[config.mk]
export PLATFORM = sky130hd
export DESIGN_NAME = apb_master_bridge_flat
export DESIGN_NICKNAME = d
export VERILOG_FILES = /design/src/rtl/apb_master_bridge_pkg.sv /design/src/rtl/apb_master_bridge_if.sv /design/src/rtl/apb_addr_decoder.sv /design/src/rtl/apb_master_bridge.sv /design/src/flat_wrapper.sv
export SDC_FILE = /design/constraint.sdc
export NUM_CORES = 1
export LEC_CHECK = 0
export ABC_AREA = 1
export BUFFER_PORTS_ARGS = -buffer_cell sky130_fd_sc_hd__buf_2
export CORE_AREA = 2 2 119 121
export DETAILED_ROUTE_END_ITERATION = 10
export DIE_AREA = 0 0 121 123
export PLACE_DENSITY = 0.71
export SLEW_MARGIN = 20
export SYNTH_ARGS = -nofsm -noshare
export SYNTH_HDL_FRONTEND = slang
export SYNTH_HIERARCHICAL = 1
export SYNTH_SLANG_ARGS = --single-unit
[constraint.sdc]
create_clock -name clk -period 4.4 [get_ports clk]
set_input_delay 0.22 -clock clk [delete_from_list [all_inputs] [get_ports clk]]
set_output_delay 0.22 -clock clk [all_outputs]
set_load 0.02 [all_outputs]
[src/rtl/apb_master_bridge_pkg.sv]
// Shared types and constants for the APB master bridge: FSM states, the APB
// window base and the per-slave address nibbles.
package apb_master_bridge_pkg;

  typedef enum logic [1:0] {
    IDLE   = 2'd0,
    SETUP  = 2'd1,
    ACCESS = 2'd2
  } apbState_e;

  localparam logic [15:0] APB_BASE   = 16'h1000;
  localparam int          NUM_SLAVES = 4;

  // addr[15:12] value that selects each slave inside the APB window
  localparam logic [3:0] SLAVE_NIBBLE [NUM_SLAVES] = '{4'h0, 4'h1, 4'h2, 4'h3};

endpackage

[src/rtl/apb_master_bridge_if.sv]
// Bundle of core-side request signals and APB bus signals for the bridge.
// The master modport is the bridge's view; slave is the core/peripheral side.
interface apb_master_bridge_if;

  logic        transfer;
  logic        write;
  logic [31:0] addr;
  logic [31:0] wdata;
  logic [31:0] rdata;
  logic        ready;
  logic        err;

  logic [31:0] PADDR;
  logic [31:0] PWDATA;
  logic        PWRITE;
  logic        PENABLE;
  logic [3:0]  PSEL;
  logic [31:0] PRDATA0;
  logic [31:0] PRDATA1;
  logic [31:0] PRDATA2;
  logic [31:0] PRDATA3;
  logic [3:0]  PREADY;

  modport master (
    input  transfer, write, addr, wdata,
    output rdata, ready, err,
    output PADDR, PWDATA, PWRITE, PENABLE, PSEL,
    input  PRDATA0, PRDATA1, PRDATA2, PRDATA3, PREADY
  );

  modport slave (
    output transfer, write, addr, wdata,
    input  rdata, ready, err,
    input  PADDR, PWDATA, PWRITE, PENABLE, PSEL,
    output PRDATA0, PRDATA1, PRDATA2, PRDATA3, PREADY
  );

endinterface

[src/rtl/apb_addr_decoder.sv]
// Decodes the upper address bits into a one-hot APB slave select; anything
// outside the 0x1000_xxxx window or past the last slave is a decode error.
module apb_addr_decoder
  import apb_master_bridge_pkg::*;
(
  input  logic [31:12]          i_addr,
  output logic [NUM_SLAVES-1:0] o_psel,
  output logic                  o_decErr
);

  always_comb begin
    o_psel = '0;
    if (i_addr[31:16] == APB_BASE) begin
      for (int i = 0; i < NUM_SLAVES; i++) begin
        if (i_addr[15:12] == SLAVE_NIBBLE[i]) o_psel[i] = 1'b1;
      end
    end
  end

  assign o_decErr = ~|o_psel;

endmodule

[src/rtl/apb_master_bridge.sv]
// Core-to-APB master bridge: IDLE/SETUP/ACCESS sequencer with latched request.
// Optional ACCESS-phase timeout enabled by defining APB_TIMEOUT_EN.
module apb_master_bridge
  import apb_master_bridge_pkg::*;
#(
  parameter int TIMEOUT_CYCLES = 16
)
(
  input  logic                clk,
  input  logic                reset,
  apb_master_bridge_if.master bus
);

  apbState_e   r_state;
  apbState_e   w_nextState;
  logic [31:0] r_paddr;
  logic [31:0] r_pwdata;
  logic        r_pwrite;

  logic [3:0]  w_psel;
  logic        w_decErr;
  logic        w_selReady;
  logic [31:0] w_selData;
  logic        w_timeout;
  logic        w_done;
  logic        w_fail;

  apb_addr_decoder u_decoder (
    .i_addr   (r_paddr[31:12]),
    .o_psel   (w_psel),
    .o_decErr (w_decErr)
  );

  always_ff @(posedge clk or posedge reset) begin
    if (reset) r_state <= IDLE;
    else       r_state <= w_nextState;
  end

  // Request is captured only on acceptance so the bus stays stable until IDLE
  always_ff @(posedge clk or posedge reset) begin
    if (reset) begin
      r_paddr  <= '0;
      r_pwdata <= '0;
      r_pwrite <= 1'b0;
    end else if (r_state == IDLE && bus.transfer) begin
      r_paddr  <= bus.addr;
      r_pwdata <= bus.wdata;
      r_pwrite <= bus.write;
    end
  end

`ifdef APB_TIMEOUT_EN
  localparam int CNT_W = (TIMEOUT_CYCLES > 1) ? $clog2(TIMEOUT_CYCLES) : 1;
  logic [CNT_W-1:0] r_waitCnt;

  always_ff @(posedge clk or posedge reset) begin
    if (reset)                                r_waitCnt <= '0;
    else if (r_state == SETUP)                r_waitCnt <= '0;
    else if (r_state == ACCESS && !w_selReady) r_waitCnt <= r_waitCnt + CNT_W'(1);
  end

  assign w_timeout = (r_waitCnt == CNT_W'(TIMEOUT_CYCLES - 1));
`else
  logic w_unusedTimeoutCfg;
  assign w_unusedTimeoutCfg = (TIMEOUT_CYCLES != 0);
  assign w_timeout          = 1'b0;
`endif

  assign w_selReady = |(bus.PREADY & w_psel);
  assign w_done     = (r_state == ACCESS) && (w_selReady || w_decErr || w_timeout);
  assign w_fail     = w_decErr || (w_timeout && !w_selReady);

  always_comb begin
    unique case (w_psel)
      4'b0001: w_selData = bus.PRDATA0;
      4'b0010: w_selData = bus.PRDATA1;
      4'b0100: w_selData = bus.PRDATA2;
      4'b1000: w_selData = bus.PRDATA3;
      default: w_selData = '0;
    endcase
  end

  always_comb begin
    w_nextState = r_state;
    unique case (r_state)
      IDLE:    if (bus.transfer) w_nextState = SETUP;
      SETUP:   w_nextState = ACCESS;
      ACCESS:  if (w_done) w_nextState = IDLE;
      default: w_nextState = IDLE;
    endcase
  end

  always_comb begin
    bus.PSEL    = '0;
    bus.PENABLE = 1'b0;
    bus.ready   = 1'b0;
    bus.err     = 1'b0;
    bus.rdata   = '0;
    if (r_state != IDLE) bus.PSEL = w_psel;
    if (r_state == ACCESS) begin
      bus.PENABLE = 1'b1;
      if (w_done) begin
        bus.ready = 1'b1;
        bus.err   = w_fail;
        if (!w_fail && !r_pwrite) bus.rdata = w_selData;
      end
    end
  end

  assign bus.PADDR  = r_paddr;
  assign bus.PWDATA = r_pwdata;
  assign bus.PWRITE = r_pwrite;

endmodule

[src/flat_wrapper.sv]
// flat-port wrapper written by rule: the top's interface ports become plain ports
module apb_master_bridge_flat import apb_master_bridge_pkg::*;
#(
  parameter int TIMEOUT_CYCLES = 16
)
  (clk, reset, bus_transfer, bus_write, bus_addr, bus_wdata, bus_rdata, bus_ready, bus_err, bus_PADDR, bus_PWDATA, bus_PWRITE, bus_PENABLE, bus_PSEL, bus_PRDATA0, bus_PRDATA1, bus_PRDATA2, bus_PRDATA3, bus_PREADY);
  apb_master_bridge_if bus_i ();
  input  logic clk;
  input  logic reset;
  input wire logic [$bits(bus_i.transfer)-1:0] bus_transfer;
  input wire logic [$bits(bus_i.write)-1:0] bus_write;
  input wire logic [$bits(bus_i.addr)-1:0] bus_addr;
  input wire logic [$bits(bus_i.wdata)-1:0] bus_wdata;
  output wire logic [$bits(bus_i.rdata)-1:0] bus_rdata;
  output wire logic [$bits(bus_i.ready)-1:0] bus_ready;
  output wire logic [$bits(bus_i.err)-1:0] bus_err;
  output wire logic [$bits(bus_i.PADDR)-1:0] bus_PADDR;
  output wire logic [$bits(bus_i.PWDATA)-1:0] bus_PWDATA;
  output wire logic [$bits(bus_i.PWRITE)-1:0] bus_PWRITE;
  output wire logic [$bits(bus_i.PENABLE)-1:0] bus_PENABLE;
  output wire logic [$bits(bus_i.PSEL)-1:0] bus_PSEL;
  input wire logic [$bits(bus_i.PRDATA0)-1:0] bus_PRDATA0;
  input wire logic [$bits(bus_i.PRDATA1)-1:0] bus_PRDATA1;
  input wire logic [$bits(bus_i.PRDATA2)-1:0] bus_PRDATA2;
  input wire logic [$bits(bus_i.PRDATA3)-1:0] bus_PRDATA3;
  input wire logic [$bits(bus_i.PREADY)-1:0] bus_PREADY;
  assign bus_i.transfer = bus_transfer;
  assign bus_i.write = bus_write;
  assign bus_i.addr = bus_addr;
  assign bus_i.wdata = bus_wdata;
  assign bus_rdata = bus_i.rdata;
  assign bus_ready = bus_i.ready;
  assign bus_err = bus_i.err;
  assign bus_PADDR = bus_i.PADDR;
  assign bus_PWDATA = bus_i.PWDATA;
  assign bus_PWRITE = bus_i.PWRITE;
  assign bus_PENABLE = bus_i.PENABLE;
  assign bus_PSEL = bus_i.PSEL;
  assign bus_i.PRDATA0 = bus_PRDATA0;
  assign bus_i.PRDATA1 = bus_PRDATA1;
  assign bus_i.PRDATA2 = bus_PRDATA2;
  assign bus_i.PRDATA3 = bus_PRDATA3;
  assign bus_i.PREADY = bus_PREADY;
  apb_master_bridge #(.TIMEOUT_CYCLES(TIMEOUT_CYCLES)) u_core (.clk(clk), .reset(reset), .bus(bus_i));
endmodule
; ---- Yosys cells after proc, flatten, opt, wreduce, memory -nomap -nowiden
; Index checks and enable logic that the tools add are counted.
[totals]
register_bits = 67
inputBits = 200
output_inout_bits = 104
wordCells = 47
[op_classes]
n_eq_ne = 12
n_mux = 18
bitwise = 1
n_reduce_logical = 12
[ops]
columns = operator, n
row1 = $pmux 32 s4, 1
row2 = $mux 32, 3
row3 = $eq 16x13->1 const B, 1
row4 = $eq 4x2->1 const B, 3
row5 = $mux 1, 9
row6 = $eq 4x1->1 const B, 2
row7 = $mux 4, 2
row8 = $reduce_or 4->1, 2
row9 = $pmux 2 s3, 1
row10 = $and 4x4->4, 1
row11 = $eq 4x3->1 const B, 1
row12 = $eq 4x4->1 const B, 1
row13 = $logic_not 4->1, 1
row14 = $mux 2, 2
row15 = $logic_and 1x1->1, 3
row16 = $eq 2x1->1 const B, 1
row17 = $eq 2x2->1 const B, 1
row18 = $logic_not 1->1, 2
row19 = $logic_not 2->1, 1
row20 = $ne 2x1->1 const B, 1
row21 = $ne 2x2->1 const B, 1
row22 = $reduce_and 2->1, 1
row23 = $reduce_bool 2->1, 1
row24 = $logic_or 1x1->1, 1

; ---- Longest topological paths before layout
[depth]
ltp_word = 9
depth_mapped = 13
ltp_nobuf = 12

; ---- Modules after synthesis
; The synthesis kept the hierarchy.
[modules_own_cells]
columns = mod, instances, cells_per_inst, area_per_inst_um2, seq_area_each_um2
row1 = apb_master_bridge, 1, 597, 4116.4, 1676.6
row2 = apb_addr_decoder, 1, 28, 118.9, 0.0

; ---- Least setup slack after synthesis
; Ideal clock, no wire load.
[synth_timing]
path_kind = register to output
startpoint = reg u_core.r_paddr[23], in the netlist u_core/bus.PADDR[23]
endpoint = out bus_rdata[14]
arrival_time_ns = 2.054
t_required_ns = 4.180
path_slack_ns = 2.126
path_stages_with_launch = 13
path_buffers = 1
path_cell_list = dfrtp_1 nor2_1 nand2_1 nor2_2 nand2_2 nor2_1 nand2_2 nand2_1 inv_2 nand2_2 nand3_4 buf_6 nor2_1
[synth_via]
elab_chain_cells = 8
elab_cells_between_ends = 17
classes_between = eq/ne: 5 / mux: 5 / bitwise: 1 / reduce/logical: 6
[synth_rtl]
columns = item, line_no
row1 = "start, declared", apb_master_bridge.sv:16  ; logic [31:0] r_paddr;
row2 = "start signal, assigned", apb_master_bridge.sv:46  ; r_paddr <= bus.addr;
row3 = $eq 16x13->1 (*), apb_addr_decoder.sv:13  ; if (i_addr[31:16] == APB_BASE) begin
row4 = $mux 4 (*), apb_addr_decoder.sv:13
row5 = via u_core.w_psel[0], apb_master_bridge.sv:20  ; logic [3:0] w_psel;
row6 = branches (longest 4 deep; another with $pmux 32 s4), -
row7 = $mux 32 (*), apb_master_bridge.sv:102  ; if (w_done) begin
row8 = $mux 32 (*), apb_master_bridge.sv:100  ; if (r_state == ACCESS) begin
row9 = "end, declared", flat_wrapper.sv:14  ; output wire logic [$bits(bus_i.rdata)-1:0] bus_rdata;
; Mark *: on every way through the listed nets, which the timed path passes.

; ---- Worst setup path after layout
[layout_timing]
startpoint = reg u_core.r_paddr[23], in the netlist u_core/bus.PADDR[23]
endpoint = out bus_rdata[31]
; Same word-level chain as after synthesis.

==> results summary <==
The cell area that synthesis handed to floorplanning was 0.00424 mm^2. For met1 alone, demand over resource in global routing was 22.1%. The static leakage is 3.56 nW. Synthesis produced a netlist with a net count of 825.

The violation count after the first detailed-routing iteration is 205. The required time at the worst-slack endpoint is 4.18 ns. The total placed cells including tap cells is 1,072. Once the clock tree was built, the resizer swapped 0 gates to a different size. In the global route stage, met3 resource usage came out at 4.47%. The number of buffers and inverters on the critical path is 2. The gate count of the mapped netlist is 625. Of the cells placed in the final design, the portion with a size suffix greater than 1 is 39.0%. The final number of max-transition violations came out at 0.

The total number of H-tree levels came out at 3. The final core utilization came out at 44.2%. CTS placed an instance of sky130_fd_sc_hd__clkbuf_16 at the clock tree root.

The post-route DRC violation count came out at 0. The pin count of the biggest net entering global routing came out at 68. The startpoint type of the worst setup path is a flop.

In this run the remaining antenna-violating nets after routing total 0. Setup repair after global routing left no endpoint under its margin. The period utilization came out at 72.6%. For hold timing, the worst endpoint is u_core/bus.PWDATA[18].

The worst slew margin relative to its limit is 42.7%. Ranked by total cell area, the synthesized netlist is headed by sky130_fd_sc_hd__dfrtp_1, sky130_fd_sc_hd__nand2_1, sky130_fd_sc_hd__nand3_1. The type of the worst setup path is reg2out. Sequential elements use 39.6% of the synthesized area. The flow ran to the end, and the final reports show no timing, DRC or antenna violations. For the pin with the worst max-slew slack, the measured transition is 0.858 ns.

The number of sinks handled by clock tree synthesis came out at 67. The critical path goes through nor2_1 > nand2_1 > nor2_2 > nand2_2 > nor2_1 > inv_2 > nor2_4 > nand3_1 > nand2_1 > nor2_1 > nor2_1 > buf_2. 304 I/O pins were placed. Measured along the y axis, the die boundary spans 123 um. The number of vias in the routed layout came out at 5,003. Clock-pin slew was measured on the worst setup and hold paths at 0.05 ns. The number of antenna violations at the first check in global routing came out at 1. Routability-driven placement finished with a final weighted congestion of 0.839. The count of placed standard cells in the final layout, fillers left out is 1,089. The hold buffer count at CTS is 0. The maximum clock path buffer count came out at 2. The number of distinct library cells after synthesis is 16. TritonCTS built the clock tree. The die boundary width came out at 121 um. The number of vias per cell after detailed routing came out at 4.59. The post-route minimum period is 3.20 ns. In this run, CTS created clock tree buffers numbering 9.

The area growth from synthesis to layout is 42.0%. The post-layout net count came out at 1,103. The most numerous cell type found on the critical path is sky130_fd_sc_hd__nor2_1. The detailed-router iteration count before antenna repair came out at 5. The global-route layer with the greatest usage is met2. The post-CTS setup buffer count is 0. For this run, the number of Yosys warnings is 6. The largest stage delay on the critical path came out at 0.60 ns. The setup TNS after final layout is 0 ns. The global-route met2 utilization is 32.0%. The post-detailed-route wirelength per cell is 13.5 um.

The sum of overflow across all layers after global routing came out at 0. The highest achievable clock rate came out at 313 MHz. The combined global-route utilization of all metal layers is 18.5%.

The worst path arrival time is 2.98 ns. The power per cell area is 392 mW/mm^2. The area taken by flip-flops and latches came out at 0.00168 mm^2. Counting the fill cells in the layout gives 1,436. Broken down by cell family, the worst path's largest delay share belongs to simple AND/OR/NAND/NOR gates. The tightest min-delay check is of the in2reg type. The max-capacitance violation count came out at 0. The synthesized area per cell came out at 6.78 um^2. The placeable core region is 0.0136 mm^2. The biggest area consumer among synthesized cells is sky130_fd_sc_hd__dfrtp_1. The wire length of the first global-routing pass came out at 21,800 um. The endpoint identified for the worst register-to-register timing path is u_core/bus.PADDR[24]. The initial standard-cell utilization of the core is 31.1%. The final count of hold timing violations was 0. The half-perimeter wire length of the detailed placement result is 11,200 um. The total detailed-routing wirelength came out at 14,700 um. In this run the critical register-to-register path is launched from u_core/r_state[0]. The flop-to-flop setup slack came out at 2.09 ns. The final number of setup-violating endpoints is 0. The slowest stage of the critical path is the sky130_fd_sc_hd__nor2_4 cell.

Along the worst hold path, the cell count comes to 3. The largest vdd supply drop came out at 327 uV. The count of input and output buffers is 303. In this run the core area contains 43 standard-cell rows. The via count of the first global-routing pass came out at 4,517.

The area of the multi-input gates came out at 0.00216 mm^2. The area of the die is 0.0149 mm^2. Summed over its instances, the top area cell type makes up 39.6% of the synthesized netlist area. The worst setup path is captured at an output pin. The logic depth of the worst register-to-register path came out at 7. The final worst clock skew came out at 0.00691 ns.

The worst hold path begins at bus_wdata[18]. Along the worst path, the maximum fanout reaches 32. The number of flip-flops and latches in the synthesized netlist is 67. The clock insertion delay at the later pin of the skew report is 0.33 ns.
logic make-up after synthesis:
| family | after synthesis | synth area share [%] |
|---|---|---|
| and+or+nand+nor | 501 | 50.7 |
| DFF | 67 | 39.6 |
| buffers and inverters | 55 | 9.45 |
| AOI/OAI and AO/OA | 2 | 0.236 |
per-layer routing:
metal  wire length (um)  share of wire, %  up-vias
met1               5760                39     2203
met4                288               2.0        0
met3               1480                10       17
met2               7130                49      260
met5                  0                 0        -
li1                   -                 -     2523
how the worst max path moves through the flow:
stage,from,endpoint,cells past startpoint
2_1_floorplan,u_core/bus.PADDR[23],bus_rdata[14],12
3_3_place_gp,u_core/bus.PADDR[21],bus_rdata[14],12
3_5_place_dp,u_core/bus.PADDR[23],bus_rdata[31],12
4_1_cts,u_core/bus.PADDR[23],bus_rdata[31],12
5_1_grt,u_core/bus.PADDR[25],bus_rdata[31],12
6_report,u_core/bus.PADDR[23],bus_rdata[31],12
area by class of cell:
cell class              count  share of cell area (%)
diodes                      1                  0.0416
clock buffers              12                    4.10
clock inverters             4                    1.62
inverters                  14                   0.874
multi-input cells         503                    35.9
flip-flops and latches     67                    27.9
well taps                 180                    3.74
repair buffers            308                    25.8
flip-flops by register name (all words and copies together), names as in the netlist:
register           cells
u_core/bus.PWRITE      1
u_core/bus.PADDR      32
u_core/bus.PWDATA     32
u_core/r_state         2
per-stage QoR:
step | area, um^2 | setup WS [ns] | hold WS [ns] | power [W]
3_5_place_dp | 5670 | 1.52 | 0.419 | 0.00155
6_report | 6020 | 1.20 | 0.0861 | 0.00236
4_1_cts | 6010 | 1.16 | 0.0730 | 0.00239
3_3_place_gp | 5670 | 1.54 | 0.414 | 0.00154
2_1_floorplan | 4240 | 2.13 | 0.330 | 0.00124
5_1_grt | 6020 | 0.949 | 0.0842 | 0.00250
cell usage after synthesis (all sizes together):
cell / number
nor2: 94
dfrtp: 67
o21ai: 1
nand2: 273
inv: 14
nand3: 134
clkbuf: 1
a21oi: 1
buf: 40
worst min-delay path, stage by stage:
cell	delay (ns)
sky130_fd_sc_hd__buf_2	0.07
sky130_fd_sc_hd__nand2_1	0.04
sky130_fd_sc_hd__nand2_1	0.04
cells in the final DEF, fill, tap and decap left out:
master                         n
sky130_fd_sc_hd__a21oi_1       1
sky130_fd_sc_hd__buf_2       303
sky130_fd_sc_hd__buf_4         5
sky130_fd_sc_hd__bufinv_16     3
sky130_fd_sc_hd__clkbuf_1      2
sky130_fd_sc_hd__clkbuf_16     9
sky130_fd_sc_hd__clkbuf_8      1
sky130_fd_sc_hd__clkinvlp_4    1
sky130_fd_sc_hd__dfrtp_1      67
sky130_fd_sc_hd__diode_2       1
sky130_fd_sc_hd__inv_1         7
sky130_fd_sc_hd__inv_2         7
sky130_fd_sc_hd__nand2_1     269
sky130_fd_sc_hd__nand2_2       4
sky130_fd_sc_hd__nand3_1     133
sky130_fd_sc_hd__nand3_4       1
sky130_fd_sc_hd__nor2_1       74
sky130_fd_sc_hd__nor2_2       14
sky130_fd_sc_hd__nor2_4        6
sky130_fd_sc_hd__o21ai_0       1
where the power goes:
group	internal, W	total, W	switching, W
logic	0.000241	0.000682	0.000440
clock network	0.000569	0.000822	0.000253
registers	0.000762	0.000855	0.0000933
No activity file was read; power rests on OpenSTA's default activity.
